==> src/rtl/param_ram_ctrl.sv <==
// Parameterised single-port RAM controller with manual read/write, a full-memory
// clear sweep and a slow auto-scan display mode.
module param_ram_ctrl #(
    parameter int DATA_W   = 4,
    parameter int ADDR_W   = 5,
    parameter int SCAN_DIV = 50_000_000
) (
    input  logic              clk,
    input  logic              resetn,
    input  logic [ADDR_W-1:0] address,
    input  logic [DATA_W-1:0] data,
    input  logic              wren,
    input  logic              clr_req,
    input  logic              scan_en,
    output logic [DATA_W-1:0] q,
    output logic [ADDR_W-1:0] q_addr,
    output logic              busy
);

    localparam int DEPTH = 2 ** ADDR_W;
    localparam int DIV_W = $clog2(SCAN_DIV);

    typedef enum logic [1:0] {
        IDLE  = 2'd0,
        CLEAR = 2'd1,
        SCAN  = 2'd2
    } state_t;

    state_t            state_r;
    logic [DATA_W-1:0] mem_r [DEPTH];
    logic [ADDR_W-1:0] clr_ptr_r;
    logic [ADDR_W-1:0] scan_ptr_r;
    logic [DIV_W-1:0]  div_r;

    logic              we_s;
    logic [ADDR_W-1:0] wa_s;
    logic [DATA_W-1:0] wd_s;
    logic [ADDR_W-1:0] rd_addr_s;
    logic [DATA_W-1:0] rd_data_s;
    logic              clr_last_s;
    logic              div_tc_s;

    // Write-port mux: the sweep owns the port in CLEAR; clr_req drops a coincident user write.
    always_comb begin
        we_s = 1'b0;
        wa_s = address;
        wd_s = data;
        case (state_r)
            CLEAR: begin
                we_s = 1'b1;
                wa_s = clr_ptr_r;
                wd_s = {DATA_W{1'b0}};
            end
            IDLE, SCAN: begin
                we_s = wren & ~clr_req;
            end
            default: begin
                we_s = 1'b0;
            end
        endcase
    end

    // Read-port mux with write-through so a same-address write is visible next cycle.
    always_comb begin
        if (state_r == SCAN) begin
            rd_addr_s = scan_ptr_r;
        end else begin
            rd_addr_s = address;
        end
        if (we_s && (wa_s == rd_addr_s)) begin
            rd_data_s = wd_s;
        end else begin
            rd_data_s = mem_r[rd_addr_s];
        end
        clr_last_s = (clr_ptr_r == {ADDR_W{1'b1}});
        div_tc_s   = (div_r == DIV_W'(SCAN_DIV - 1));
    end

    // Memory array; deliberately outside reset so contents survive resetn.
    always_ff @(posedge clk) begin
        if (we_s) begin
            mem_r[wa_s] <= wd_s;
        end
    end

    // Controller FSM with registered q, q_addr and busy.
    always_ff @(posedge clk or negedge resetn) begin
        if (!resetn) begin
            state_r    <= IDLE;
            q          <= {DATA_W{1'b0}};
            q_addr     <= {ADDR_W{1'b0}};
            busy       <= 1'b0;
            clr_ptr_r  <= {ADDR_W{1'b0}};
            scan_ptr_r <= {ADDR_W{1'b0}};
            div_r      <= {DIV_W{1'b0}};
        end else begin
            case (state_r)
                IDLE: begin
                    q      <= rd_data_s;
                    q_addr <= rd_addr_s;
                    if (clr_req) begin
                        state_r   <= CLEAR;
                        busy      <= 1'b1;
                        clr_ptr_r <= {ADDR_W{1'b0}};
                    end else if (scan_en) begin
                        state_r    <= SCAN;
                        scan_ptr_r <= {ADDR_W{1'b0}};
                        div_r      <= {DIV_W{1'b0}};
                    end
                end
                SCAN: begin
                    q      <= rd_data_s;
                    q_addr <= rd_addr_s;
                    if (clr_req) begin
                        state_r   <= CLEAR;
                        busy      <= 1'b1;
                        clr_ptr_r <= {ADDR_W{1'b0}};
                    end else if (!scan_en) begin
                        state_r    <= IDLE;
                        scan_ptr_r <= {ADDR_W{1'b0}};
                        div_r      <= {DIV_W{1'b0}};
                    end else if (div_tc_s) begin
                        div_r      <= {DIV_W{1'b0}};
                        scan_ptr_r <= scan_ptr_r + ADDR_W'(1'b1);
                    end else begin
                        div_r <= div_r + DIV_W'(1'b1);
                    end
                end
                CLEAR: begin
                    clr_ptr_r <= clr_ptr_r + ADDR_W'(1'b1);
                    if (clr_last_s) begin
                        busy       <= 1'b0;
                        state_r    <= scan_en ? SCAN : IDLE;
                        scan_ptr_r <= {ADDR_W{1'b0}};
                        div_r      <= {DIV_W{1'b0}};
                    end
                end
                default: begin
                    state_r <= IDLE;
                    busy    <= 1'b0;
                end
            endcase
        end
    end

endmodule

==> config.mk <==
export PLATFORM = sky130hd
export DESIGN_NAME = param_ram_ctrl
export DESIGN_NICKNAME = d
export VERILOG_FILES = /design/src/rtl/param_ram_ctrl.sv
export SDC_FILE = /design/constraint.sdc
export NUM_CORES = 1
export LEC_CHECK = 0
export CORE_AREA = 2 2 95 188
export DETAILED_ROUTE_END_ITERATION = 16
export DIE_AREA = 0 0 97 190
export GPL_ROUTABILITY_DRIVEN = 0
export PLACE_DENSITY = 0.77
export SYNTH_ARGS = -nofsm -noshare
export SYNTH_HDL_FRONTEND = slang
export SYNTH_SLANG_ARGS = --single-unit
==> constraint.sdc <==
create_clock -name clk -period 2.77 [get_ports clk]
set_input_delay 0.277 -clock clk [delete_from_list [all_inputs] [get_ports clk]]
set_output_delay 0.277 -clock clk [all_outputs]
set_load 0.1 [all_outputs]
==> summary.txt <==
Die Wd: 97 µm
Max Cap Viol: 0
Std-Cell Rows: 68
ratio of cells with drive above 1 in the final layout: 13.0%
CTS Sinks: 176
Net Sw Power: 3.12 mW
Max-slew headroom: 9.25%
Detail Placement HPWL: 13.1 mm
global-route usage over all layers: 23.0%
VDD IR max: 0.538 mV
post-synth cell types: 57
register area: 0.00505 mm²
startpoint types: register
RR Endpoint: mem_r[26][2]
leakage: 3.54 nW
GRT Residual Overflow: 0
Antenna diodes: 0
Clock Latency Late Sink: 440 ps
cell area after placement: 0.00893 mm²
fin crit period: 2680 ps
Starting Density: 48.8%
PortBufs: 23
DRT Wirelength: 20.7 mm
Setup crit start: state_r[0]
Critical Path End Type: register
Inserted Clock Buffers: 17
layout net count: 775
share of flip-flops with an asynchronous set or reset: 27.3%
commonest non-fill, non-tap cell in the layout: edfxtp_1
largest area contributor in the netlist: edfxtp_1
Mapped Cells: 724
Worst Reg-to-Reg Cells: 5
CTS tree: done
status: finished clean
Post-synth EDFFs: 128
switch share: 37.6%
synth warn: 0
area grow syn2layout: 14.6%
initial antenna violation count: 0
Critical Path AT: 2780 ps
register area share after synthesis: 60.4%
final hold viol count: 0
# hold bufs at CTS: 0
Fin Clk Skew: 12.3 ps
clk buf depth: 2
RSZ-0062 raised after global routing: no
DR iter-0 viols: 691
net count after synthesis: 742
Syn Area/Cell: 11.5 µm²
vias per std cell: 6.29
Die ar.: 0.0184 mm²
maximum clock rate: 373 MHz
Final Cycle Share: 96.8%
post-route cell area: 0.00957 mm²
Int Pwr: 5.18 mW
Multi-input gate area: 0.00303 mm²
first-pass GRT wire length: 33.1 mm
Routed Antenna Nets: 0
IO Pins: 24
most frequent cells in the layout: 128 x edfxtp_1, 88 x nand2_1, 75 x nor2_1, 47 x dfrtp_1, 43 x mux2i_1
Reg-to-Reg Start: state_r[0]
CP endpoint: mem_r[26][2]
fillcell total: 1,387
router iterations before antenna repair: 5
Worst Path Max Fanout: 11
Reg2Reg Setup Slack: 90 ps
Mapped Area: 0.00835 mm²
Reg power frac: 41.5%
Hold Path Class: primary input to async pin
Layout Utilization: 55.9%
CP Data Required Time: 2870 ps
Slew Limit Fails: 0
Reg clk slew, reported paths: 70 ps
crit path kind: register to register
Clk pwr share: 29.8%
Top FF cell, synth: edfxtp_1
Synth top area share: 46.1%
worst slew pin tran: 1360 ps
Synth Register Bits: 176
largest net degree at the start of global routing: 49
Comb pwr share: 28.8%
Die Height: 190 µm
Total Neg Setup Slack: 0 ps
CTS root buffer: clkbuf_16
synth top area cells: edfxtp_1 46%, dfrtp_1 14%, mux2i_1 5.2%
drc violations: 0
vias in the first global route: 6,146
core area: 0.0171 mm²
Vias: 6,160
H-tree Lvls: 4
PwrDens: 868 mW/mm²
Final setup viols: 0
DR WL/cell: 21.1 µm
==> stage by stage <==
step                cells  power (mW)  hold slack, ps  setup WS, ps
floorplan             724        5.04           -18.6           369
global placement      948        5.80             475           247
detailed placement    948        5.85             484           177
finish                980        8.30            38.1          89.3
CTS                   980        8.30            73.4           156
global route          980        8.61             122          14.1
==> final cells by class <==
type                            instances  area share [%]
Sequential cell                       176            52.7
Clock inverter                         15            2.09
Timing Repair Buffer                   55            5.26
Clock buffer                           17            4.45
Inverter                               27            1.06
Tap cell                              210            2.75
Multi-Input combinational cell        480            31.7
==> registers in the layout (all words and copies together) (netlist names) <==
name        count
busy            1
clr_ptr_r       5
div_r          26
mem_r         128
q               4
q_addr          5
scan_ptr_r      5
state_r         2
==> Yosys cell counts, drive strengths merged, types with 5 or more instances <==
library cell and number:
edfxtp 128, nand2 88, nor2 78, dfrtp 48
mux2i 43, a211oi 40, inv 27, o21ai 27
nand3 25, clkbuf 22, a31oi 21, buf 19
xnor2 17, and2 10, nor4 10, a21oi 8
nor3 8, xor2 8, a31o 7, nor2b 7
nor4b 7, mux2 6, nand2b 6, nand4 6
and3 5, o32ai 5
==> worst max-delay path, cell delays in order (launching register included) <==
cell and delay [ps]:
dfrtp_1 490, buf_4 200, nand2b_1 260, nor3b_1 90, o21ai_1 970, nor2_1 330
==> logic make-up after synthesis <==
| group | count (synthesis) | share of synthesized area [%] |
|---|---|---|
| and+or+nand+nor | 268 | 15.5 |
| DFF | 176 | 60.4 |
| AOI/OAI and AO/OA | 134 | 11.5 |
| buffers and inverters | 68 | 3.36 |
| muxes | 49 | 5.97 |
| xor gates and xnor gates | 25 | 2.62 |
| adders and majority gates | 4 | 0.600 |
==> power by group through the flow <==
stage	clock [mW]	sequential [mW]	combinational, mW
finish	2.47	3.44	2.39
global placement	0	3.48	2.31
global route	2.61	3.47	2.53
floorplan	0	3.96	1.08
CTS	2.49	3.44	2.36
detailed placement	0	3.50	2.35
==> worst min path at each step <==
| stage | startpoint | endpoint | slack, ps | cells after the start |
|---|---|---|---|---|
| floorplan | resetn | busy | -20 | 0 |
| global placement | q_addr[2] | q_addr[2] | 480 | 2 |
| detailed placement | q_addr[2] | q_addr[2] | 480 | 2 |
| CTS | resetn | q_addr[0] | 70 | 1 |
| global route | resetn | q[3] | 120 | 1 |
| finish | resetn | q[3] | 40 | 1 |
==> timing repair <==
item	in CTS	in global routing
buffers inserted	0	0
resized for setup	0	2
endpoints found under the setup margin	0	2
==> per-layer routing <==
layer	track usage, %	vias up	routed length (µm)
li1	-	2761	-
met1	30.3	3022	8260
met2	36.6	317	9840
met3	4.48	60	1770
met4	11.5	0	825
met5	0	-	0
(Power assumes the default switching activity.)
